### config.mk
export PLATFORM = sky130hd
export DESIGN_NAME = exe_muldiv_unit
export DESIGN_NICKNAME = d
export VERILOG_FILES = /design/src/rtl/exe_muldiv_unit.sv
export SDC_FILE = /design/constraint.sdc
export NUM_CORES = 1
export LEC_CHECK = 0
export CORE_MARGIN = 2
export CORE_UTILIZATION = 53
export CTS_BUF_LIST = sky130_fd_sc_hd__clkbuf_16
export CTS_CLUSTER_SIZE = 14
export DETAILED_ROUTE_END_ITERATION = 6
export GPL_TIMING_DRIVEN = 0
export PLACE_DENSITY_LB_ADDON = 0.3
export SLEW_MARGIN = 15
export SYNTH_ARGS = -nofsm -noshare
export SYNTH_HDL_FRONTEND = slang
export SYNTH_SLANG_ARGS = --single-unit
### constraint.sdc
create_clock -name clk -period 3.2 [get_ports clk]
set_input_delay 0.32 -clock clk [delete_from_list [all_inputs] [get_ports clk]]
set_output_delay 0.32 -clock clk [all_outputs]
set_load 0.005 [all_outputs]
### src/rtl/exe_muldiv_unit.sv
// exe_muldiv_unit: iterative radix-2 multiply/divide unit for the EXE stage.
// Runs signed/unsigned multiply (shift-add) and divide (restoring shift-subtract)
// on operand magnitudes, then applies sign correction before writing HI/LO.
//
// Ports:
//   clk, rst      pipeline clock, synchronous active-high reset
//   start         launch request, honoured only in IDLE
//   op            0 MULT, 1 MULTU, 2 DIV, 3 DIVU
//   val1, val2    multiplicand/dividend, multiplier/divisor (sampled with start)
//   flush         abort the in-flight operation
//   busy          high while not IDLE (stalls IF/ID/EXE)
//   done          one-cycle pulse when HI/LO carry a fresh result
//   hi, lo        MULT: product upper/lower half; DIV: remainder/quotient
//
// state | meaning
// IDLE  | waiting for start
// CALC  | one multiply/divide bit per cycle, SIZE cycles
// FIX   | sign correction, HI/LO written on the way out
// DONE  | result valid, done pulse
module exe_muldiv_unit #(
    parameter int SIZE    = 32,
    parameter int OP_SIZE = 2
) (
    input  logic                clk,
    input  logic                rst,
    input  logic                start,
    input  logic [OP_SIZE-1:0]  op,
    input  logic [SIZE-1:0]     val1,
    input  logic [SIZE-1:0]     val2,
    input  logic                flush,
    output logic                busy,
    output logic                done,
    output logic [SIZE-1:0]     hi,
    output logic [SIZE-1:0]     lo
);

    localparam int CNT_W = $clog2(SIZE + 1);

    typedef enum logic [1:0] {IDLE, CALC, FIX, DONE} state_t;

    state_t              state;
    state_t              state_nxt;
    logic                is_div;
    logic                q_neg;
    logic                r_neg;
    logic                div_zero;
    logic [SIZE-1:0]     b_mag;
    logic [2*SIZE-1:0]   acc;
    logic [CNT_W-1:0]    cnt;

    // operand decode at launch; op[0] clear means signed
    logic                a_neg;
    logic                b_neg;
    logic [SIZE-1:0]     a_mag;
    logic [SIZE-1:0]     b_mag_in;

    assign a_neg    = ~op[0] & val1[SIZE-1];
    assign b_neg    = ~op[0] & val2[SIZE-1];
    assign a_mag    = a_neg ? -val1 : val1;
    assign b_mag_in = b_neg ? -val2 : val2;

    // multiply step: acc = {partial product, remaining multiplier bits}
    logic [SIZE:0]       mul_sum;
    logic [2*SIZE-1:0]   mul_next;

    assign mul_sum  = {1'b0, acc[2*SIZE-1:SIZE]} + {1'b0, (acc[0] ? b_mag : {SIZE{1'b0}})};
    assign mul_next = {mul_sum, acc[SIZE-1:1]};

    // divide step: acc = {partial remainder, dividend bits shifting into quotient}
    logic [SIZE:0]       div_diff;
    logic [2*SIZE-1:0]   div_next;

    assign div_diff = acc[2*SIZE-1:SIZE-1] - {1'b0, b_mag};
    assign div_next = div_diff[SIZE] ? {acc[2*SIZE-2:0], 1'b0}
                                     : {div_diff[SIZE-1:0], acc[SIZE-2:0], 1'b1};

    // sign correction; divide-by-zero leaves |dividend| as remainder, so
    // re-applying the dividend sign returns the raw val1
    logic [2*SIZE-1:0]   prod_fix;
    logic [SIZE-1:0]     quo_fix;
    logic [SIZE-1:0]     rem_fix;

    assign prod_fix = q_neg ? -acc : acc;
    assign quo_fix  = div_zero ? {SIZE{1'b1}} : (q_neg ? -acc[SIZE-1:0] : acc[SIZE-1:0]);
    assign rem_fix  = r_neg ? -acc[2*SIZE-1:SIZE] : acc[2*SIZE-1:SIZE];

    always_ff @(posedge clk) begin
        if (rst) begin
            state <= IDLE;
        end else begin
            state <= state_nxt;
        end
    end

    always_comb begin
        state_nxt = state;
        busy      = (state != IDLE);
        done      = 1'b0;
        case (state)
            IDLE: if (start && !flush) state_nxt = CALC;
            CALC: begin
                if (flush)                        state_nxt = IDLE;
                else if (cnt == CNT_W'(1))        state_nxt = FIX;
            end
            FIX:  state_nxt = flush ? IDLE : DONE;
            DONE: begin
                done      = ~flush;
                state_nxt = IDLE;
            end
            default: state_nxt = IDLE;
        endcase
    end

    always_ff @(posedge clk) begin
        if (rst) begin
            is_div   <= 1'b0;
            q_neg    <= 1'b0;
            r_neg    <= 1'b0;
            div_zero <= 1'b0;
            b_mag    <= '0;
            acc      <= '0;
            cnt      <= '0;
            hi       <= '0;
            lo       <= '0;
        end else begin
            case (state)
                IDLE: begin
                    if (start && !flush) begin
                        is_div   <= op[1];
                        q_neg    <= a_neg ^ b_neg;
                        r_neg    <= op[1] & a_neg;
                        div_zero <= op[1] & (val2 == '0);
                        b_mag    <= b_mag_in;
                        acc      <= {{SIZE{1'b0}}, a_mag};
                        cnt      <= CNT_W'(SIZE);
                    end
                end
                CALC: begin
                    if (!flush) begin
                        acc <= is_div ? div_next : mul_next;
                        cnt <= cnt - CNT_W'(1);
                    end
                end
                FIX: begin
                    if (!flush) begin
                        if (is_div) begin
                            hi <= rem_fix;
                            lo <= quo_fix;
                        end else begin
                            hi <= prod_fix[2*SIZE-1:SIZE];
                            lo <= prod_fix[SIZE-1:0];
                        end
                    end
                end
                default: ;
            endcase
        end
    end

endmodule

==> results of run 1 <==
-- cell type report --
class	instances	area [sq um]	area share (%)
clock inverters	15	184	1.07
well taps	330	413	2.40
plain buffers	111	474	2.76
multi-input cells	1467	10200	59.1
inverters	64	251	1.46
clock buffers	17	425	2.47
repair buffers	189	1770	10.3
flip-flops and latches	172	3520	20.5
-- cells in the final DEF, fill, tap and decap left out, types with 37 or more instances in the layout --
cell,synthesis,layout
o21ai_0,109,90
nor3_1,47,43
ha_1,70,55
clkdlybuf4s50_1,0,134
nor2_1,237,233
a211oi_1,111,107
mux2i_1,43,42
inv_1,63,56
clkbuf_1,103,89
a21oi_1,165,149
xnor2_1,86,83
nand3_1,39,37
nand2_1,130,127
buf_4,0,52
dfxtp_1,172,144
xor2_1,87,86
-- per-layer routing --
metal  vias up  GRT usage [%]
met5         -              0
met4         0           19.4
li1       7015              -
met3       204           5.98
met2       883           57.6
met1      7077           45.7
-- repair_timing --
item	in CTS	in global routing
pin swaps	33	45
setup buffers	20	34
hold buffers	0	0
gates cloned	1	0
setup endpoints to repair	67	61
gates resized for setup	116	128
-- worst max-delay path: stages (launching register included) --
cell and delay (ns):
dfxtp_4 0.34, or4_4 0.53, or3_4 0.38, or4_4 0.44
or3_4 0.35, buf_4 0.15, o41ai_4 0.30, and3_4 0.28
buf_4 0.11, a22oi_2 0.07, xnor2_1 0.16, a211oi_1 0.21
-- logic make-up after synthesis --
logic type | synth area share [%]
simple gates | 20.9
xor+xnor | 11.2
compound gates | 27.3
flops | 25.5
mux | 3.18
buf+inv | 5.20
fa+ha+maj | 6.77
-- worst paths after layout --
path	slack, ns	startpoint	end	depth (start not counted)
hold / removal	0.45	hi[18]	hi[18]	2
hold reg to reg	0.45	hi[18]	hi[18]	2
setup / recovery	-0.22	acc[21]	hi[28]	11
setup reg to reg	-0.22	acc[21]	hi[28]	11
-- power by group through the flow --
stage	Sequential, W	Clock [W]	Combinational (W)
2_1_floorplan	0.00231	0	0.000841
3_3_place_gp	0.00233	0	0.00123
3_5_place_dp	0.00233	0	0.00125
4_1_cts	0.00228	0.00216	0.00136
5_1_grt	0.00229	0.00225	0.00160
6_report	0.00228	0.00218	0.00151
-- sequential cells by signal, indices dropped and copies added (netlist names) --
signal    cells
is_div        1
lo           32
state         2
div_zero      1
acc          64
b_mag        32
cnt           6
r_neg         1
q_neg         1
hi           32
-- per-stage QoR --
stage,instances,total power [W],cell area [sq um]
global route,2365,0.00614,17200
floorplan,1825,0.00315,13500
detailed placement,2289,0.00358,15300
CTS,2334,0.00580,16400
global placement,2289,0.00356,15300
finish,2365,0.00597,17200
==> impl_metrics.csv, run 1 <==
group,metric,value,unit
hold_path,hp-class,"reg2reg",
synth,synth_edf_count,0,
timing,rsz0062_at_grt,"yes",
timing,setup_tns,-1.90,ns
timing,finalHoldViolCount,0,
synth,synth_most_common_cell,"nor2_1",
synth,synth.avg_cell_area,7.41,sq um
timing,worst_slack,-0.217,ns
synth,synth.largest_area_cell,"dfxtp_1",
place,pre_cts_slack,-1.48,ns
route,met3_length,4780,microns
synth,ys_top_cells_by_count,"237 x nor2_1, 172 x dfxtp_1, 165 x a21oi_1",
timing,min_period_over_period,107,%
route,vias,15200,
cells_and_area,diodes,0,
setup_path,crit_fanout,3,
place,place_congestion,0.979,
timing,fin_skew,0.0134,ns
synth,synth_cell_types,66,
timing,finalSetupViolations,16,
route,drtIter0Drc,1812,
route,wl_met1,19400,microns
timing,whs,0.455,ns
route,met2_length,22100,microns
synth,synthesis.nets,1967,
floorplanning,die_w,164,microns
clocking,clk_latency,0.45,ns
floorplanning,ioPinCount,136,
clocking,cts.sink_count,172,
global_route,grt_pass1_wl,75600,microns
global_route,gr-total-overflow,0,
timing,final_max_slew_viol_count,0,
clocking,path_clk_slew,0.08,ns
global_route,grt_max_degree,21,
pwr,p_sw,0.00208,W
synth,synth_top_cells_by_area,"dfxtp_1 25%, nor2_1 6.6%, ha_1 6.5%, a211oi_1 6.2%, a21oi_1 6.1%",
job,drv_cap,0,
cells_and_area,fillCellCount,2127,
cells_and_area,final_util,68.5,%
pwr,p_sw_share,34.8,%
timing,fmax,0.293,GHz
route,ant_nets,0,
synth,synthesis.area,13500,sq um
global_route,grt_pass1_vias,14100,
cells_and_area,drive_above_1_share,12.8,%
setup_path,worstPathArrival,3.77,ns
synth,synth_flop_cell,"dfxtp_1",
outcome,violations,"negative setup slack",
clocking,cts_made_buffers,17,
outcome,status,"finished, violations left",
clocking,cts.htree.levels,4,
clocking,cts_root_buf,"clkbuf_16",
place,dp_hpwl,36700,microns
place,io_buffers,134,
route,top_layer,"met4",
global_route,grt_antenna_before_repair,0,
pwr,p_comb_share,25.3,%
global_route,grt.total_usage,35.8,%
synth,synth-seq-area-share,25.5,%
floorplanning,die_h,164,microns
synth,synthArstFlopShare,0,%
pwr,ir_drop,0.328,mV
timing,max_slew_margin,33.6,%
setup_path,cp-end-kind,"flop",
synth,synth_warnings,0,
floorplanning,core-area,25100,sq um
floorplanning,rows,58,
pwr,p_int,0.00389,W
pwr,power_leakage,6.32,nW
synth,ys_ff_latch,172,
synth,synth_top_area_share,25.5,%
route,drc,0,
pwr,pwr-share-seq,38.2,%
synth,syn_inst,1825,
cells_and_area,nNetsFinal,2164,
timing,worstMarginPinSlew,0.997,ns
setup_path,worstSetupStartpointType,"flop",
clocking,cts_buffer_depth,2,
pwr,p_clk_share,36.5,%
floorplanning,initial_core_util,53.9,%
cells_and_area,area.growth.synth_to_final,27.2,%
pwr,power.density,347,nW/um^2
timing,fin_crit,3.42,ns
clocking,cts_tree,"yes",
setup_path,critPathKind,"reg2reg",
route,drt_pass1_iterations,5,
route,vias_per_cell,6.42,
route,wl_per_cell,20.9,microns
setup_path,cp_data_required_time,3.56,ns
floorplanning,die-area,26800,sq um
route,routed_wl,49300,microns
(Power assumes the default switching activity.)
==> run 2: changes to the inputs <==
--- a/config.mk
+++ b/config.mk
@@ -8,7 +8,7 @@
 export CORE_MARGIN = 2
 export CORE_UTILIZATION = 53
 export CTS_BUF_LIST = sky130_fd_sc_hd__clkbuf_16
-export CTS_CLUSTER_SIZE = 14
+export CTS_CLUSTER_SIZE = 20
 export DETAILED_ROUTE_END_ITERATION = 6
 export GPL_TIMING_DRIVEN = 0
 export PLACE_DENSITY_LB_ADDON = 0.3
==> results of run 2 <==
No change in the layout: final DEF, timing and power equal those of run 1.
